File: src/rtl/crc_frame_appender_pkg.sv
// Shared types and helpers for the CRC frame appender.
// Holds the controller state encoding and the CRC beat-count helper.
package crc_frame_pkg;

    typedef enum logic [1:0] {
        IDLE   = 2'd0,
        DATA   = 2'd1,
        LATCH  = 2'd2,
        APPEND = 2'd3
    } state_e;

    function automatic int crc_beats(input int crc_size, input int data_width);
        return crc_size / data_width;
    endfunction

endpackage

File: src/rtl/crc_frame_appender_crc_calc.sv
// Byte-parallel CRC engine: one DATA_WIDTH beat per valid cycle.
// Synchronous reset and soft reset both return the register to INIT.
module crc_calc #(
    parameter int                  CRC_SIZE   = 16,
    parameter int                  DATA_WIDTH = 8,
    parameter logic [CRC_SIZE-1:0] POLY       = 16'h8005,
    parameter logic [CRC_SIZE-1:0] INIT       = '0,
    parameter bit                  REF_IN     = 1'b1,
    parameter bit                  REF_OUT    = 1'b1,
    parameter logic [CRC_SIZE-1:0] XOR_OUT    = '0
) (
    input  logic                  clk_i,
    input  logic                  rst_i,
    input  logic                  soft_reset_i,
    input  logic                  valid_i,
    input  logic [DATA_WIDTH-1:0] data_i,
    output logic [CRC_SIZE-1:0]   crc_o
);

    logic [CRC_SIZE-1:0]   crc_q;
    logic [DATA_WIDTH-1:0] data_ref;
    logic [CRC_SIZE-1:0]   crc_ref;

    function automatic logic [CRC_SIZE-1:0] crc_step(input logic [CRC_SIZE-1:0]   c,
                                                     input logic [DATA_WIDTH-1:0] d);
        logic [CRC_SIZE-1:0] r;
        logic                fb;
        r = c;
        for (int i = DATA_WIDTH - 1; i >= 0; i--) begin
            fb = r[CRC_SIZE-1] ^ d[i];
            r  = {r[CRC_SIZE-2:0], 1'b0} ^ (fb ? POLY : '0);
        end
        return r;
    endfunction

    // Reflected input is fed MSB-first into a non-reflected register.
    always_comb begin
        data_ref = data_i;
        for (int i = 0; i < DATA_WIDTH; i++)
            data_ref[i] = REF_IN ? data_i[DATA_WIDTH-1-i] : data_i[i];
    end

    always_comb begin
        crc_ref = crc_q;
        for (int i = 0; i < CRC_SIZE; i++)
            crc_ref[i] = REF_OUT ? crc_q[CRC_SIZE-1-i] : crc_q[i];
    end

    assign crc_o = crc_ref ^ XOR_OUT;

    always_ff @(posedge clk_i) begin
        if (rst_i || soft_reset_i)
            crc_q <= INIT;
        else if (valid_i)
            crc_q <= crc_step(crc_q, data_ref);
    end

endmodule

File: src/rtl/crc_frame_appender.sv
// Passes framed beats through while a crc_calc engine runs, then appends the
// frame CRC as CRC_SIZE/DATA_WIDTH trailing beats and re-arms the engine.
module crc_frame_appender
    import crc_frame_pkg::*;
#(
    parameter int                  CRC_SIZE      = 16,
    parameter int                  DATA_WIDTH    = 8,
    parameter logic [CRC_SIZE-1:0] POLY          = 16'h8005,
    parameter logic [CRC_SIZE-1:0] INIT          = 16'h0000,
    parameter bit                  REF_IN        = 1'b1,
    parameter bit                  REF_OUT       = 1'b1,
    parameter logic [CRC_SIZE-1:0] XOR_OUT       = 16'h0000,
    parameter bit                  CRC_LSB_FIRST = 1'b1,
    parameter int                  CNT_WIDTH     = 16
) (
    input  logic                  clk_i,
    input  logic                  rst_n_i,
    input  logic                  in_valid_i,
    output logic                  in_ready_o,
    input  logic [DATA_WIDTH-1:0] in_data_i,
    input  logic                  in_last_i,
    output logic                  out_valid_o,
    input  logic                  out_ready_i,
    output logic [DATA_WIDTH-1:0] out_data_o,
    output logic                  out_last_o,
    output logic                  busy_o,
    output logic [CNT_WIDTH-1:0]  frame_cnt_o
);

    localparam int CRC_BEATS = crc_beats(CRC_SIZE, DATA_WIDTH);
    localparam int BW        = (CRC_BEATS > 1) ? $clog2(CRC_BEATS) : 1;

    if (CRC_SIZE % DATA_WIDTH != 0) begin : g_bad_size
        $error("CRC_SIZE must be a multiple of DATA_WIDTH");
    end

    state_e                state_q, state_d;
    logic [1:0]            rst_sync_q;
    logic                  eng_rst;
    logic                  eng_valid;
    logic                  eng_soft;
    logic [CRC_SIZE-1:0]   crc_w;
    logic [CRC_SIZE-1:0]   sr_q;
    logic [BW-1:0]         cnt_q;
    logic [DATA_WIDTH-1:0] crc_beat;
    logic                  in_hs;
    logic                  out_hs;

    assign in_hs    = in_valid_i & in_ready_o;
    assign out_hs   = out_valid_o & out_ready_i;
    assign crc_beat = CRC_LSB_FIRST ? sr_q[DATA_WIDTH-1:0] : sr_q[CRC_SIZE-1 -: DATA_WIDTH];
    assign busy_o   = (state_q != IDLE) | in_hs;

    // Engine reset asserts with rst_n_i and releases two clocks after it.
    always_ff @(posedge clk_i or negedge rst_n_i) begin
        if (!rst_n_i)
            rst_sync_q <= '0;
        else
            rst_sync_q <= {rst_sync_q[0], 1'b1};
    end

    assign eng_rst = ~rst_sync_q[1];

    crc_calc #(
        .CRC_SIZE  (CRC_SIZE),
        .DATA_WIDTH(DATA_WIDTH),
        .POLY      (POLY),
        .INIT      (INIT),
        .REF_IN    (REF_IN),
        .REF_OUT   (REF_OUT),
        .XOR_OUT   (XOR_OUT)
    ) u_crc (
        .clk_i       (clk_i),
        .rst_i       (eng_rst),
        .soft_reset_i(eng_soft),
        .valid_i     (eng_valid),
        .data_i      (in_data_i),
        .crc_o       (crc_w)
    );

    always_ff @(posedge clk_i or negedge rst_n_i) begin
        if (!rst_n_i)
            state_q <= IDLE;
        else
            state_q <= state_d;
    end

    always_comb begin
        state_d = state_q;
        unique case (state_q)
            IDLE, DATA: if (in_hs) state_d = in_last_i ? LATCH : DATA;
            LATCH:      state_d = APPEND;
            APPEND:     if (out_hs && cnt_q == '0) state_d = IDLE;
            default:    state_d = IDLE;
        endcase
    end

    always_comb begin
        in_ready_o  = 1'b0;
        out_valid_o = 1'b0;
        out_data_o  = '0;
        out_last_o  = 1'b0;
        eng_valid   = 1'b0;
        eng_soft    = 1'b0;
        unique case (state_q)
            IDLE, DATA: begin
                out_valid_o = in_valid_i;
                out_data_o  = in_data_i;
                in_ready_o  = out_ready_i;
                eng_valid   = in_valid_i & out_ready_i;
            end
            LATCH:  eng_soft = 1'b1;
            APPEND: begin
                out_valid_o = 1'b1;
                out_data_o  = crc_beat;
                out_last_o  = (cnt_q == '0);
            end
            default: ;
        endcase
    end

    always_ff @(posedge clk_i or negedge rst_n_i) begin
        if (!rst_n_i) begin
            sr_q        <= '0;
            cnt_q       <= '0;
            frame_cnt_o <= '0;
        end else if (state_q == LATCH) begin
            sr_q  <= crc_w;
            cnt_q <= BW'(CRC_BEATS - 1);
        end else if (state_q == APPEND && out_hs) begin
            sr_q  <= CRC_LSB_FIRST ? (sr_q >> DATA_WIDTH) : (sr_q << DATA_WIDTH);
            cnt_q <= cnt_q - 1'b1;
            if (cnt_q == '0)
                frame_cnt_o <= frame_cnt_o + 1'b1;
        end
    end

endmodule

File: config.mk
export PLATFORM = sky130hd
export DESIGN_NAME = crc_frame_appender
export DESIGN_NICKNAME = d
export VERILOG_FILES = /design/src/rtl/crc_frame_appender_pkg.sv /design/src/rtl/crc_frame_appender_crc_calc.sv /design/src/rtl/crc_frame_appender.sv
export SDC_FILE = /design/constraint.sdc
export NUM_CORES = 1
export LEC_CHECK = 0
export BUFFER_PORTS_ARGS = -buffer_cell sky130_fd_sc_hd__buf_2
export CAP_MARGIN = 30
export CORE_MARGIN = 2
export CORE_UTILIZATION = 45
export CTS_BUF_LIST = sky130_fd_sc_hd__clkbuf_4 sky130_fd_sc_hd__clkbuf_8
export CTS_CLUSTER_SIZE = 20
export DETAILED_ROUTE_END_ITERATION = 12
export GPL_ROUTABILITY_DRIVEN = 0
export GPL_TIMING_DRIVEN = 0
export PLACE_DENSITY = 0.71
export SLEW_MARGIN = 5
export SYNTH_ARGS = -nofsm -noshare
export SYNTH_HDL_FRONTEND = slang
export SYNTH_SLANG_ARGS = --single-unit
File: constraint.sdc
create_clock -name clk_i -period 2.4 [get_ports clk_i]
set_clock_uncertainty 0.15 [all_clocks]
set_input_delay 0.24 -clock clk_i [delete_from_list [all_inputs] [get_ports clk_i]]
set_output_delay 0.24 -clock clk_i [all_outputs]
set_load 0.02 [all_outputs]
==> metrics.md <==
| Metric | Value |
|---|---|
| Hpwl dp | `3860 um` |
| Crit end category | `flop` |
| #FFs+latches synth | `53` |
| R2R setup slack | `130 ps` |
| Chip width | `78.22 um` |
| WL/cell | `14.27 um` |
| Final Setup Violations | `0` |
| First-pass GRT wire length | `9211 um` |
| Synthesized area per cell | `9.570 sq um` |
| Fin worst setup slack | `134.4 ps` |
| TritonCTS clock tree | `done` |
| Synth Cell Area | `2479 sq um` |
| Setup TNS | `0 ps` |
| WL final | `5423 um` |
| WL met2 | `2515 um` |
| Crit path max fanout | `3` |
| Critical Path Most Common Cell | `xnor2_1` |
| RSZ-0062 raised after global routing | `no` |
| Via density | `5.082` |
| Clk slew on worst S/H paths | `100 ps` |
| Placed Area | `2769 sq um` |
| HP Class | `input port to flop` |
| Drc violations | `0` |
| Core Area | `5405 sq um` |
| Slew margin rel. | `44.83%` |
| Clk sinks | `53` |
| Ys async rst share | `69.81%` |
| M1 wire length | `2623 um` |
| Gate Count Post-Synth | `259` |
| Non-Filler Instances | `380` |
| Final hold violation count | `0` |
| Worst-Skew Late Latency | `310 ps` |
| Via count | `1931` |
| Top Layer Used | `met4` |
| Final nets | `321` |
| Yosys cell types | `37` |
| Die area | `6118 sq um` |
| Pwr Density | `1041 nW/um^2` |
| Initial drt markers | `126` |
| Gr ovfl total | `0` |
| Largest net degree at the start of global routing | `38` |
| Top_reg_cell synth | `dfrtp_1` |
| Critical Path Start Type | `flop` |
| Final period util | `94.40%` |
| Total global-route track usage | `19.27%` |
| WP buf/inv | `0` |
| Design Area, Final | `2878 sq um` |
| # placed instances | `371` |
| Row count | `27` |
| Root Buffer | `clkbuf_8` |
| Port bufs | `40` |
| Lkg Pwr | `1.271 nW` |
| Worst-Margin Slew | `827.6 ps` |
| Clock Tree Buf Depth | `2` |
| Crit-path cells | `xnor2_1 -> xor2_1 -> xnor3_2 -> xnor2_1 -> or4_1 -> nand3_1` |
| Status | `finished, final reports clean` |
| CTS H-Tree Depth | `2` |
| CP delay by family, top | `XOR/XNOR gates` |
| Tot Pwr | `2.996 mW` |
| Crit path kind | `flop to flop` |
| Max incr delay on CP | `480 ps` |
| Layout cell share with drive strength beyond 1 | `19.16%` |
| Worst path required time | `2500 ps` |
| Final Max Slew Viols | `0` |
| Syn Nets | `273` |
| Yosys warns | `0` |
| Final antenna-violating net count | `0` |
| Sequential-to-total area share from yosys stat | `50.28%` |
| VDD IR-drop max | `0.0003351 V` |
| Vert. Die Dim | `78.22 um` |
| Number of global-route vias before repair | `1846` |
| Pre-CTS setup slack | `167.4 ps` |
| Initial antenna violation count | `0` |
| Layout area overhead | `16.10%` |
| Diodes inserted | `0` |
| Arrival time of the worst setup path | `2360 ps` |
| CP max stage cell | `xnor3_2` |
| First-pass DRT Iterations | `4` |
| IO Count | `41` |
| Starting Density | `45.86%` |
| Routed wl met3 | `193 um` |
| Setup Fix Bufs, Post-CTS | `0` |
| Max-Cap Viols | `0` |
| Number of flops mapped to enable cells by yosys | `0` |
| Tmin final | `2266 ps` |
| Top achievable clock speed | `441.4 MHz` |
| Inserted Clock Buffers | `5` |
[sequential cells by signal (all words and copies together) (netlist names)]
name,flops
u_crc.crc_q,16
state_q,2
rst_sync_q,2
sr_q,16
frame_cnt_o,16
cnt_q,1
[area by class of cell]
class	count	area [sq um]
Multi-Input combinational cell	182	1142
Timing Repair Buffer	41	210.2
Clock inverter	2	13.76
Sequential cell	53	1246
Buffer	12	47.55
Clock buffer	6	82.58
Tap cell	72	90.09
Inverter	12	45.04
Fill cell	500	2527
[cell families (layout without fill, tap and decap cells)]
logic type / after synthesis / after routing / share of synthesized area [%]
fa+ha+maj: 1 / 1 / 0.5047
other cells: 1 / 1 / 0.1513
buf+inv: 24 / 73 / 3.634
mux: 2 / 2 / 0.8581
compound gates: 52 / 52 / 12.57
xor+xnor: 36 / 36 / 14.69
simple gates: 90 / 90 / 17.31
flops: 53 / 53 / 50.28
[repair_timing]
item	4_1_cts	5_1_grt
endpoints found under the hold margin	37	0
hold buffers	1	0
gates resized for setup	0	4
setup endpoints to repair	0	10
[cells in the final DEF (no fill, tap or decap), types with 8 or more instances in the layout]
cell type / instances
a21oi_1: 16
a22o_1: 8
buf_2: 40
clkbuf_1: 10
dfrtp_1: 37
dfxtp_1: 16
inv_1: 9
nand2_1: 30
nand3_1: 8
nor2_1: 25
o21ai_0: 9
o21ai_1: 10
or3_1: 9
xnor2_1: 28
[worst paths after layout]
kind | cells past startpoint | start | endpoint
max | 6 | u_crc.crc_q[11] | u_crc.crc_q[15]
min | 3 | in_last_i | state_q[1]
max in group asynchronous | 2 | rst_n_i | sr_q[11]
min reg2reg | 0 | rst_sync_q[0] | rst_sync_q[1]
min in group asynchronous | 2 | rst_n_i | frame_cnt_o[7]
max reg2reg | 6 | u_crc.crc_q[11] | u_crc.crc_q[15]
[per-stage QoR]
stage / hold WS [ps] / utilization (%)
floorplan: -205.6 / -
global placement: 186.0 / 51.23
detailed placement: 193.6 / 51.23
CTS: 54.93 / 53.19
global route: 86.81 / 53.24
finish: 62.16 / 53.24
[cells in the mapped netlist (3+ instances only)]
library cell	number	share of area, %
nor2_1	25	3.8
a211oi_1	7	2.1
xnor2_1	28	9.9
o21ai_1	10	2.0
or3_1	9	2.3
clkbuf_1	12	1.8
inv_1	9	1.4
a21oi_1	16	3.2
a22o_1	8	2.8
dfrtp_1	37	37
nor3_2	3	1.2
xor2_1	4	1.4
o21ai_0	9	1.8
nand2_1	30	4.5
nand4_1	4	1.0
nand3_1	8	1.6
dfxtp_1	16	13
[power breakdown]
| group | total (mW) | switching [mW] | internal, mW | leakage, nW |
|---|---|---|---|---|
| Clock | 0.534 | 0.299 | 0.235 | 0.0512 |
| Combinational | 1.23 | 0.779 | 0.449 | 0.618 |
| Sequential | 1.23 | 0.155 | 1.08 | 0.601 |
| Total | 3.00 | 1.23 | 1.76 | 1.27 |
[tightest hold or removal path: stages]
cell and delay [ps]:
buf_2 90, a31oi_1 70, nor2_1 80
[routing by layer]
metal  vias up  GRT usage (%)
met3        10          2.989
met5         -              0
li1        961              -
met1       922          27.40
met4         0          7.544
met2        38          29.66
Power figures use the tool's default switching activity.
